--- src/rtl/perif_uart_tx_if.sv ---
// Peripheral-window bus seen by the UART transmitter: write/read strobes,
// address, write data and the read-data path back to the tri-state driver.
interface perif_uart_tx_if;
    logic        perif_select;
    logic        mem_write_en;
    logic        mem_read;
    logic [31:0] address;
    logic [63:0] data_in;
    logic [63:0] data_out;
    logic        data_oe;

    modport master (
        output perif_select, mem_write_en, mem_read, address, data_in,
        input  data_out, data_oe
    );

    modport slave (
        input  perif_select, mem_write_en, mem_read, address, data_in,
        output data_out, data_oe
    );
endinterface

--- src/rtl/perif_uart_tx.sv ---
// Memory-mapped 8N1 UART transmitter: byte FIFO fed by TXDATA stores,
// serialiser FSM on tx, and a pollable STATUS register.
module perif_uart_tx #(
    parameter int CLKS_PER_BIT = 16,
    parameter int FIFO_DEPTH   = 4
) (
    input  logic            clock,
    input  logic            reset,
    perif_uart_tx_if.slave  bus,
    output logic            tx,
    output logic            busy
);

    localparam int PTR_W = $clog2(FIFO_DEPTH);
    localparam int CNT_W = $clog2(FIFO_DEPTH + 1);
    localparam logic [15:0]      BAUD_TOP = 16'(CLKS_PER_BIT - 1);
    localparam logic [CNT_W-1:0] CNT_FULL = CNT_W'(FIFO_DEPTH);

    typedef enum logic [1:0] {IDLE, START, DATA, STOP} state_t;

    typedef struct packed {
        logic [4:0] count;
        logic       overflow;
        logic       tx_active;
        logic       empty;
        logic       full;
    } status_t;

    state_t           state, state_d;
    logic [15:0]      baud_cnt, baud_d;
    logic [2:0]       bit_idx, bit_d;
    logic [7:0]       shift, shift_d;
    logic             tx_d;
    logic             pop;

    logic [7:0]       mem [FIFO_DEPTH];
    logic [PTR_W-1:0] rd_ptr, wr_ptr;
    logic [CNT_W-1:0] count;
    logic             overflow;

    logic             wr_req, accept, rd_status, full, empty, baud_done;
    status_t          status;
    logic             unused_bits;

    assign unused_bits = ^{bus.address[31:4], bus.address[2:0], bus.data_in[63:8]};

    assign wr_req    = bus.perif_select & bus.mem_write_en & ~bus.address[3];
    assign bus.data_oe = bus.perif_select & bus.mem_read & ~bus.mem_write_en;
    assign rd_status = bus.data_oe & bus.address[3];
    assign empty     = (count == '0);
    assign full      = (count == CNT_FULL);
    assign baud_done = (baud_cnt == '0);
    // a pop in the same edge frees a slot, so a full FIFO can still take the push
    assign accept    = wr_req & (~full | pop);
    assign busy      = ~empty | (state != IDLE);

    always_comb begin
        status           = '0;
        status.count     = 5'(count);
        status.overflow  = overflow;
        status.tx_active = (state != IDLE);
        status.empty     = empty;
        status.full      = full;
        bus.data_out     = rd_status ? 64'(status) : '0;
    end

    always_comb begin
        state_d = state;
        baud_d  = baud_cnt;
        bit_d   = bit_idx;
        shift_d = shift;
        pop     = 1'b0;
        case (state)
            IDLE: begin
                if (!empty) begin
                    pop     = 1'b1;
                    shift_d = mem[rd_ptr];
                    baud_d  = BAUD_TOP;
                    state_d = START;
                end
            end
            START: begin
                if (baud_done) begin
                    baud_d  = BAUD_TOP;
                    bit_d   = '0;
                    state_d = DATA;
                end else begin
                    baud_d = baud_cnt - 16'd1;
                end
            end
            DATA: begin
                if (baud_done) begin
                    baud_d  = BAUD_TOP;
                    shift_d = {1'b0, shift[7:1]};
                    if (bit_idx == 3'd7) state_d = STOP;
                    else                 bit_d   = bit_idx + 3'd1;
                end else begin
                    baud_d = baud_cnt - 16'd1;
                end
            end
            STOP: begin
                if (baud_done) begin
                    baud_d = BAUD_TOP;
                    // chain straight into the next start bit when more data waits
                    if (!empty) begin
                        pop     = 1'b1;
                        shift_d = mem[rd_ptr];
                        state_d = START;
                    end else begin
                        state_d = IDLE;
                    end
                end else begin
                    baud_d = baud_cnt - 16'd1;
                end
            end
            default: state_d = IDLE;
        endcase

        tx_d = 1'b1;
        if (state_d == START)     tx_d = 1'b0;
        else if (state_d == DATA) tx_d = shift_d[0];
    end

    always_ff @(posedge clock or negedge reset) begin
        if (!reset) begin
            state    <= IDLE;
            baud_cnt <= '0;
            bit_idx  <= '0;
            shift    <= '0;
            tx       <= 1'b1;
        end else begin
            state    <= state_d;
            baud_cnt <= baud_d;
            bit_idx  <= bit_d;
            shift    <= shift_d;
            tx       <= tx_d;
        end
    end

    always_ff @(posedge clock or negedge reset) begin
        if (!reset) begin
            rd_ptr   <= '0;
            wr_ptr   <= '0;
            count    <= '0;
            overflow <= 1'b0;
        end else begin
            if (pop)    rd_ptr <= rd_ptr + PTR_W'(1);
            if (accept) wr_ptr <= wr_ptr + PTR_W'(1);
            count    <= count + CNT_W'(accept) - CNT_W'(pop);
            // a dropped write wins over a clearing STATUS read in the same edge
            overflow <= (wr_req & ~accept) | (overflow & ~rd_status);
        end
    end

    always_ff @(posedge clock) begin
        if (accept) mem[wr_ptr] <= bus.data_in[7:0];
    end

endmodule

--- src/flat_wrapper.sv ---
// flat-port wrapper written by rule: the top's interface ports become plain ports
module perif_uart_tx_flat 
#(
    parameter int CLKS_PER_BIT = 16,
    parameter int FIFO_DEPTH   = 4
)
  (clock, reset, tx, busy, bus_perif_select, bus_mem_write_en, bus_mem_read, bus_address, bus_data_in, bus_data_out, bus_data_oe);
  perif_uart_tx_if bus_i ();
  input  logic clock;
  input  logic reset;
  output logic tx;
  output logic busy;
  input wire logic [$bits(bus_i.perif_select)-1:0] bus_perif_select;
  input wire logic [$bits(bus_i.mem_write_en)-1:0] bus_mem_write_en;
  input wire logic [$bits(bus_i.mem_read)-1:0] bus_mem_read;
  input wire logic [$bits(bus_i.address)-1:0] bus_address;
  input wire logic [$bits(bus_i.data_in)-1:0] bus_data_in;
  output wire logic [$bits(bus_i.data_out)-1:0] bus_data_out;
  output wire logic [$bits(bus_i.data_oe)-1:0] bus_data_oe;
  assign bus_i.perif_select = bus_perif_select;
  assign bus_i.mem_write_en = bus_mem_write_en;
  assign bus_i.mem_read = bus_mem_read;
  assign bus_i.address = bus_address;
  assign bus_i.data_in = bus_data_in;
  assign bus_data_out = bus_i.data_out;
  assign bus_data_oe = bus_i.data_oe;
  perif_uart_tx #(.CLKS_PER_BIT(CLKS_PER_BIT), .FIFO_DEPTH(FIFO_DEPTH)) u_core (.clock(clock), .reset(reset), .bus(bus_i), .tx(tx), .busy(busy));
endmodule
--- config.mk ---
export PLATFORM = sky130hd
export DESIGN_NAME = perif_uart_tx_flat
export DESIGN_NICKNAME = d
export VERILOG_FILES = /design/src/rtl/perif_uart_tx_if.sv /design/src/rtl/perif_uart_tx.sv /design/src/flat_wrapper.sv
export SDC_FILE = /design/constraint.sdc
export NUM_CORES = 1
export LEC_CHECK = 0
export BUFFER_PORTS_ARGS = -buffer_cell sky130_fd_sc_hd__buf_2
export CAP_MARGIN = 5
export CORE_ASPECT_RATIO = 0.8
export CORE_MARGIN = 4
export CORE_UTILIZATION = 48
export DETAILED_ROUTE_END_ITERATION = 16
export MAX_ROUTING_LAYER = met4
export PLACE_DENSITY_LB_ADDON = 0.15
export SLEW_MARGIN = 20
export SYNTH_ARGS = -nofsm -noshare
export SYNTH_HDL_FRONTEND = slang
export SYNTH_SLANG_ARGS = --single-unit
--- constraint.sdc ---
create_clock -name clock -period 2.9 [get_ports clock]
set_clock_uncertainty 0.05 [all_clocks]
set_input_delay 0.29 -clock clock [delete_from_list [all_inputs] [get_ports clock]]
set_output_delay 0.29 -clock clock [all_outputs]
set_load 0.02 [all_outputs]
======== Word-level counts from Yosys, hierarchy flattened ========
Memory sizes are Yosys's and may differ from the RTL's.
Index checks and enable logic that the tools add are counted.
operators by class
  muxes and demuxes ....................... 26
  equality and inequality tests ........... 12
  reduce and logical (&&, ||, !) cells .... 9
  bitwise gates (word level) .............. 17
  add/subtract/negate cells ............... 6
operator list
  operator                                                                  number
  16-bit two-way mux                                                        2
  16-bit one-hot mux with 2 select lines                                    1
  8-bit two-way mux                                                         3
  8-bit one-hot mux with 3 select lines                                     1
  16-bit zero test                                                          1
  16-bit by 1-bit subtractor with 16-bit output (second input constant)     1
  2-bit two-way mux                                                         5
  3-bit two-way mux                                                         3
  1-bit bitwise AND                                                         8
  2-bit one-hot mux with 4 select lines                                     1
  1-bit two-way mux                                                         7
  7-bit two-way mux                                                         1
  2-bit equality test (second input constant)                               3
  3-bit equality test (second input constant)                               2
  2-bit by 1-bit inequality test with 1-bit output (second input constant)  3
  1-bit inverter                                                            6
  3-bit one-hot mux with 2 select lines                                     1
  2-bit by 1-bit adder with 2-bit output (second input constant)            2
  2-bit by 1-bit equality test with 1-bit output (second input constant)    2
  2-bit inequality test (second input constant)                             2
  4-bit AND reduction                                                       1
  2-bit nonzero test                                                        2
  3-bit by 1-bit adder with 3-bit output                                    1
  3-bit by 1-bit adder with 3-bit output (second input constant)            1
  8 further kinds                                                           10
word-level totals
  register bits ........................... 38
  memories kept ........................... 1
  bits of input ports ..................... 101
  bits in writable memories ............... 32
memory list
  name        depth  bits a word  rd ports  clocked after memory_dff  wr ports  RTL line             source
  u_core.mem  4      8            1         0                         1         perif_uart_tx.sv:36  logic [7:0] mem [FIFO_DEPTH];

======== Longest topological paths before layout ========
  depth in word-level cells ............... 9
  gate-level depth with buffers ........... 12
  mapped depth without buffers ............ 12

======== Least setup slack after synthesis ========
OpenSTA, ideal clock, no wires.
  kind .................................... reg2reg
  from .................................... register u_core.baud_cnt[0]
  to ...................................... register u_core.count[2]
  slack ................................... 211 ps
  cell stages (with the launch flop) ...... 13
  buffers on the path ..................... 0
  arrival ................................. 2,514 ps
  cell sequence ........................... dfrtp_1 -> inv_1 -> ha_1 -> nor4b_2 -> and4_4 -> a21oi_4 -> nor3_1 -> ha_1 -> inv_1 -> ha_1 -> fa_1 -> xor2_1 -> xnor2_1
on the way
  longest elaborated chain between the ends .. 7
ends and longest elaborated chain
  element                                          RTL line              source
  start, declared                                  perif_uart_tx.sv:30   logic [15:0] baud_cnt, baud_d;
  start signal, assigned                           perif_uart_tx.sv:133  baud_cnt <= baud_d;
  16-bit zero test (*)                             perif_uart_tx.sv:52   assign baud_done = (baud_cnt == '0);
  1-bit two-way mux (*)                            perif_uart_tx.sv:102  if (baud_done) begin
  1-bit one-hot mux with 2 select lines (*)        perif_uart_tx.sv:73   case (state)
  via u_core.pop                                   perif_uart_tx.sv:34   logic pop;
  1-bit OR                                         perif_uart_tx.sv:54   assign accept = wr_req & (~full | pop);
  1-bit bitwise AND                                perif_uart_tx.sv:54
  3-bit by 1-bit adder with 3-bit output           perif_uart_tx.sv:149  count <= count + CNT_W'(accept) - CNT_W'(pop);
  3-bit by 1-bit subtractor with 3-bit output (*)  perif_uart_tx.sv:149
  end signal, assigned                             perif_uart_tx.sv:149
  end, declared                                    perif_uart_tx.sv:38   logic [CNT_W-1:0] count;
The timed path passes the listed nets; every way through them passes the cells marked *.
A chain may end at the register's enable or synchronous reset.

======== Worst setup path in the final report ========
Same ends and word-level chain as after synthesis.

==> flow_results.org <==
** Global routing
- GR Overflow Total :: 0
- The initial antenna violation count was 0.
- Vias in the first global route :: about 2200
- Total GRT Usage :: between 15 and 20%
- Wire length of the first global-routing pass :: 11100 µm
- Entering global routing, the biggest net connects 39 pins.

** Floorplan
- During I/O placement, the number of pins put on the boundary was 168.
- The floorplan step set the die height to approximately 88 µm.
- The die covers around 0.0096 mm².
- The floorplan step set the die width to around 110 µm.
- Site Rows :: 29
- Area of the core :: about 0.008 mm²
- Initial core utilization :: between 40% and 50%

** Drt
- Vias per Instance :: 4.79
- Residual DRC :: 0
- Wires add up to around 6800 µm.
- Dividing the detail-routed wire length by the instance count gives between 10 and 15 µm.
- Number of routed nets with antenna violations :: 0
- The detailed router placed roughly 2400 vias in this run.
- For this block, the initial DRC count from the detailed router was 85.
- First drt pass iteration count :: 4

** Clocking
- Maximum count of clock buffers along a single path :: 2
- TritonCTS clock tree :: done
- Clock-pin slew reported for the worst setup and hold paths after clock tree synthesis :: 0.09 ns
- The number of setup buffers added after CTS is 0.
- Number of H-tree levels :: 3
- Clock sink count :: 70
- The cell sitting at the root of the clock tree is a sky130_fd_sc_hd__clkbuf_8.
- The number of clock buffers added by TritonCTS is 9.
- The clock reaches the later pin of the worst-skew pair after roughly 0.35 ns.

** STA
- At the pin with the least slew margin, the transition time is approximately 0.88 ns.
- Fmax achieved :: between 0.3 and 0.4 GHz
- Setup repair after global routing left no endpoint under its margin.
- Across all hold checks on the routed design, the worst slack comes to -0.00508 ns.
- Min Clock Period, post-route :: 2.72 ns
- Ratio of final minimum period to clock period :: 93.6%
- The final number of hold-violating endpoints is 1.
- Final setup violation count :: 0
- Worst relative slew slack :: roughly two fifths
- In the final timing run, aggregate negative setup slack is 0 ns.
- The final number of max-transition violations was 0.

** Logic synthesis
- Synthesis warning total :: 0
- Post-Synth Adder-Cell Area :: under 10%
- For this run, the leading register cell type out of synthesis is sky130_fd_sc_hd__dfrtp_1.
- Post-synthesis mux area share :: 7.02%
- Share of the synthesized netlist area taken by xor and xnor gates :: under 10%
- In the synthesized netlist the async set-or-reset flop fraction comes to between 50% and 60%.
- Post-synth design cell area :: around 0.004 mm²
- Simple-gate share of the synthesized area :: between 10% and 20%
- Sequential elements use between 40% and 50% of the synthesized area.
- The average instance in the mapped netlist occupies approximately 11 µm².
- Number of distinct standard cells referenced by the synthesized netlist :: 46
- After synthesis, the largest family of logic cells by area is simple AND/OR/NAND/NOR gates.
- After synthesis the netlist holds a flip-flop and latch count of 70.
- Area fraction in compound gates after synthesis :: under 10%
- Yosys mapped a number of flops with a built-in enable equal to 32.
- Cells taking the most area after synthesis :: sky130_fd_sc_hd__edfxtp_1 (25%), sky130_fd_sc_hd__dfrtp_1 (24%), sky130_fd_sc_hd__buf_4 (11%)
- Fraction of post-synthesis cell area in the top cell type by area :: ~25%
- Synthesis handed over a netlist of approximately 340 instances.
- The largest total area in the synthesized netlist belongs to sky130_fd_sc_hd__edfxtp_1.

** Worst hold path
- Class of the tightest hold or removal check :: input pin to asynchronous set/reset pin

** Power and ir drop
- Power spread over the standard cell area amounts to roughly 540 mW/mm².
- VDD sags by at most ~0.00033 V.
- Reported leakage power :: 1.88 nW
- After layout, the design draws a total of 2.29 mW.

** Worst setup path
- Required time at the endpoint of the critical path :: between 3 and 4 ns
- Kind of start point of the critical path :: flip-flop
- Cell-by-cell listing of the critical path :: inv_1, ha_1, nor4b_4, and4_4, a21oi_4, nor3_2, ha_1, inv_1, ha_1, fa_1, xor2_1, xnor2_1
- The setup path with the least slack is of type flip-flop to flip-flop.
- Along the worst path, the maximum fanout reaches 3.
- In this run the worst setup path begins at u_core.baud_cnt[0].
- Critical Path Most Common Cell :: sky130_fd_sc_hd__ha_1
- Crit Reg-Reg Startpoint :: u_core.baud_cnt[0]
- Critical path endpoint category :: flip-flop
- On the critical path the largest part of the delay comes from adder cells.
- Together, buffers and inverters on the worst path number 2.
- Among all stages on the critical path, the largest delay is contributed by sky130_fd_sc_hd__dfrtp_1.
- Signal arrival time at the worst endpoint :: 2.90 ns
- Slowest cell delay on critical path :: just over 0.4 ns

** Final layout
- Most used cells in the layout excluding fill and tap cells :: sky130_fd_sc_hd__conb_1 (57), sky130_fd_sc_hd__dfrtp_1 (37), sky130_fd_sc_hd__edfxtp_1 (32)
- Relative area change from synthesis to final layout :: 8.18%
- Post-layout net count :: ~500
- Share of final-layout standard cells stronger than drive strength 1 :: 20.0%
- Leaving out fill and tap cells, the most frequent cell in the layout is sky130_fd_sc_hd__conb_1.
- 0 antenna diodes ended up in the layout.

** Run
- Max-cap violations in this run came to 0.

** Placed design
- Port buffering added 23 buffers.
- HPWL Detailed :: approximately 5000 µm
- Final weighted congestion of routability-driven global placement :: roughly 0.8

** Run status
- The flow ran to the end, but the final reports show violations.
- Failing checks :: hold timing
-- sequential cells by signal, summed over array words and instances (netlist names) --
name / flops
u_core.shift: 8
u_core.bit_idx: 3
u_core.rd_ptr: 2
u_core.tx: 1
u_core.count: 3
u_core.state: 2
u_core.baud_cnt: 16
u_core.mem: 32
u_core.wr_ptr: 2
u_core.overflow: 1
-- layout make-up --
| cell class | instances | area [µm²] |
|---|---|---|
| Sequential cell | 70 | 1910 |
| Multi-Input combinational cell | 245 | 1660 |
| Tap cell | 108 | 135 |
| Clock inverter | 7 | 71.3 |
| Timing Repair Buffer | 40 | 243 |
| Clock buffer | 9 | 124 |
| Fill cell | 719 | 3710 |
| Inverter | 14 | 52.6 |
-- cells in the mapped netlist (2+ instances only) --
cell type                  instances
sky130_fd_sc_hd__ha_1             14
sky130_fd_sc_hd__a22o_1            4
sky130_fd_sc_hd__dfrtp_1          37
sky130_fd_sc_hd__clkbuf_1          5
sky130_fd_sc_hd__o21ai_0          14
sky130_fd_sc_hd__a21oi_1          13
sky130_fd_sc_hd__nand2b_1          6
sky130_fd_sc_hd__nor4_1            4
sky130_fd_sc_hd__inv_1            14
sky130_fd_sc_hd__nand3b_1          2
sky130_fd_sc_hd__buf_4            58
sky130_fd_sc_hd__or3_1             2
sky130_fd_sc_hd__and3_1            5
sky130_fd_sc_hd__nand4_1           2
sky130_fd_sc_hd__or4_1             2
sky130_fd_sc_hd__nand3_1           7
sky130_fd_sc_hd__xor2_1            8
sky130_fd_sc_hd__and2_1            5
sky130_fd_sc_hd__nor3_1            9
sky130_fd_sc_hd__buf_2             5
sky130_fd_sc_hd__mux2i_1           7
sky130_fd_sc_hd__mux4_2            8
sky130_fd_sc_hd__nor4_4            2
sky130_fd_sc_hd__edfxtp_1         32
sky130_fd_sc_hd__xnor2_1          10
sky130_fd_sc_hd__nor4b_2           3
sky130_fd_sc_hd__nor2_1           31
sky130_fd_sc_hd__nand2_1          14
-- worst reg2reg max path, cell delays in order (launching register included) --
cell and delay, ns:
sky130_fd_sc_hd__dfrtp_1 0.41, sky130_fd_sc_hd__inv_1 0.10, sky130_fd_sc_hd__ha_1 0.20, sky130_fd_sc_hd__nor4b_4 0.25, sky130_fd_sc_hd__and4_4 0.28, sky130_fd_sc_hd__a21oi_4 0.07, sky130_fd_sc_hd__nor3_2 0.18, sky130_fd_sc_hd__ha_1 0.15
sky130_fd_sc_hd__inv_1 0.04, sky130_fd_sc_hd__ha_1 0.19, sky130_fd_sc_hd__fa_1 0.38, sky130_fd_sc_hd__xor2_1 0.17, sky130_fd_sc_hd__xnor2_1 0.13
-- kinds of logic (layout without fill, tap and decap cells) --
kind of cell | count (synthesis) | count (layout)
buffers and inverters | 82 | 70
flip-flops | 70 | 70
other | 1 | 57
adder cells (fa/ha/maj) | 15 | 15
XOR/XNOR | 18 | 18
AND/OR/NAND/NOR | 99 | 99
AO/OA/AOI/OAI | 39 | 39
multiplexers | 17 | 17
-- routing by layer --
layer  track usage [%]  part of all wire, %  vias up  routed length (µm)
li1                  -                    -     1160                   -
met1              21.9                   49     1119                3370
met2              22.5                   43       74                2940
met3              4.38                  6.0        8                 407
met4              5.85                  1.4        0                  95
met5                 -                    0        -                   0
-- stage by stage --
stage / area [µm²] / instances / util [%] / setup WS [ns]
final: 4200 / 493 / 53.1 / 0.184
after global routing: 4200 / 493 / 53.1 / 0.0258
after global placement: 3990 / 477 / 50.5 / 0.0548
after floorplan: 4100 / 397 / - / 0.211
after detailed placement: 3990 / 477 / 50.5 / 0.0235
after CTS: 4190 / 493 / 53.0 / 0.00103
-- report_power, final --
| group | total (mW) | internal [mW] | leakage, nW | switching, mW |
|---|---|---|---|---|
| Combinational | 0.341 | 0.120 | 1.02 | 0.221 |
| Sequential | 1.17 | 1.11 | 0.754 | 0.0567 |
| Clock | 0.782 | 0.343 | 0.103 | 0.439 |
-- path summary, 6_finish.rpt --
| path | slack [ns] | depth (start not counted) | endpoint |
|---|---|---|---|
| max | 0.18 | 12 | u_core.count[2] |
| min | -0.005 | 1 | u_core.baud_cnt[10] |
| max reg2reg | 0.18 | 12 | u_core.count[2] |
| min reg2reg | 0.46 | 2 | u_core.overflow |
| max in group asynchronous | 2.24 | 1 | u_core.shift[7] |
| min in group clock | 0.10 | 1 | u_core.mem[0][3] |
-- repair_timing --
item | 4_1_cts | 5_1_grt
setup endpoints to repair | 0 | 2
hold buffers | 0 | 0
gates resized for setup | 0 | 2
hold endpoints to repair | 0 | 0
Note: power is estimated with default switching activity, not from simulation.
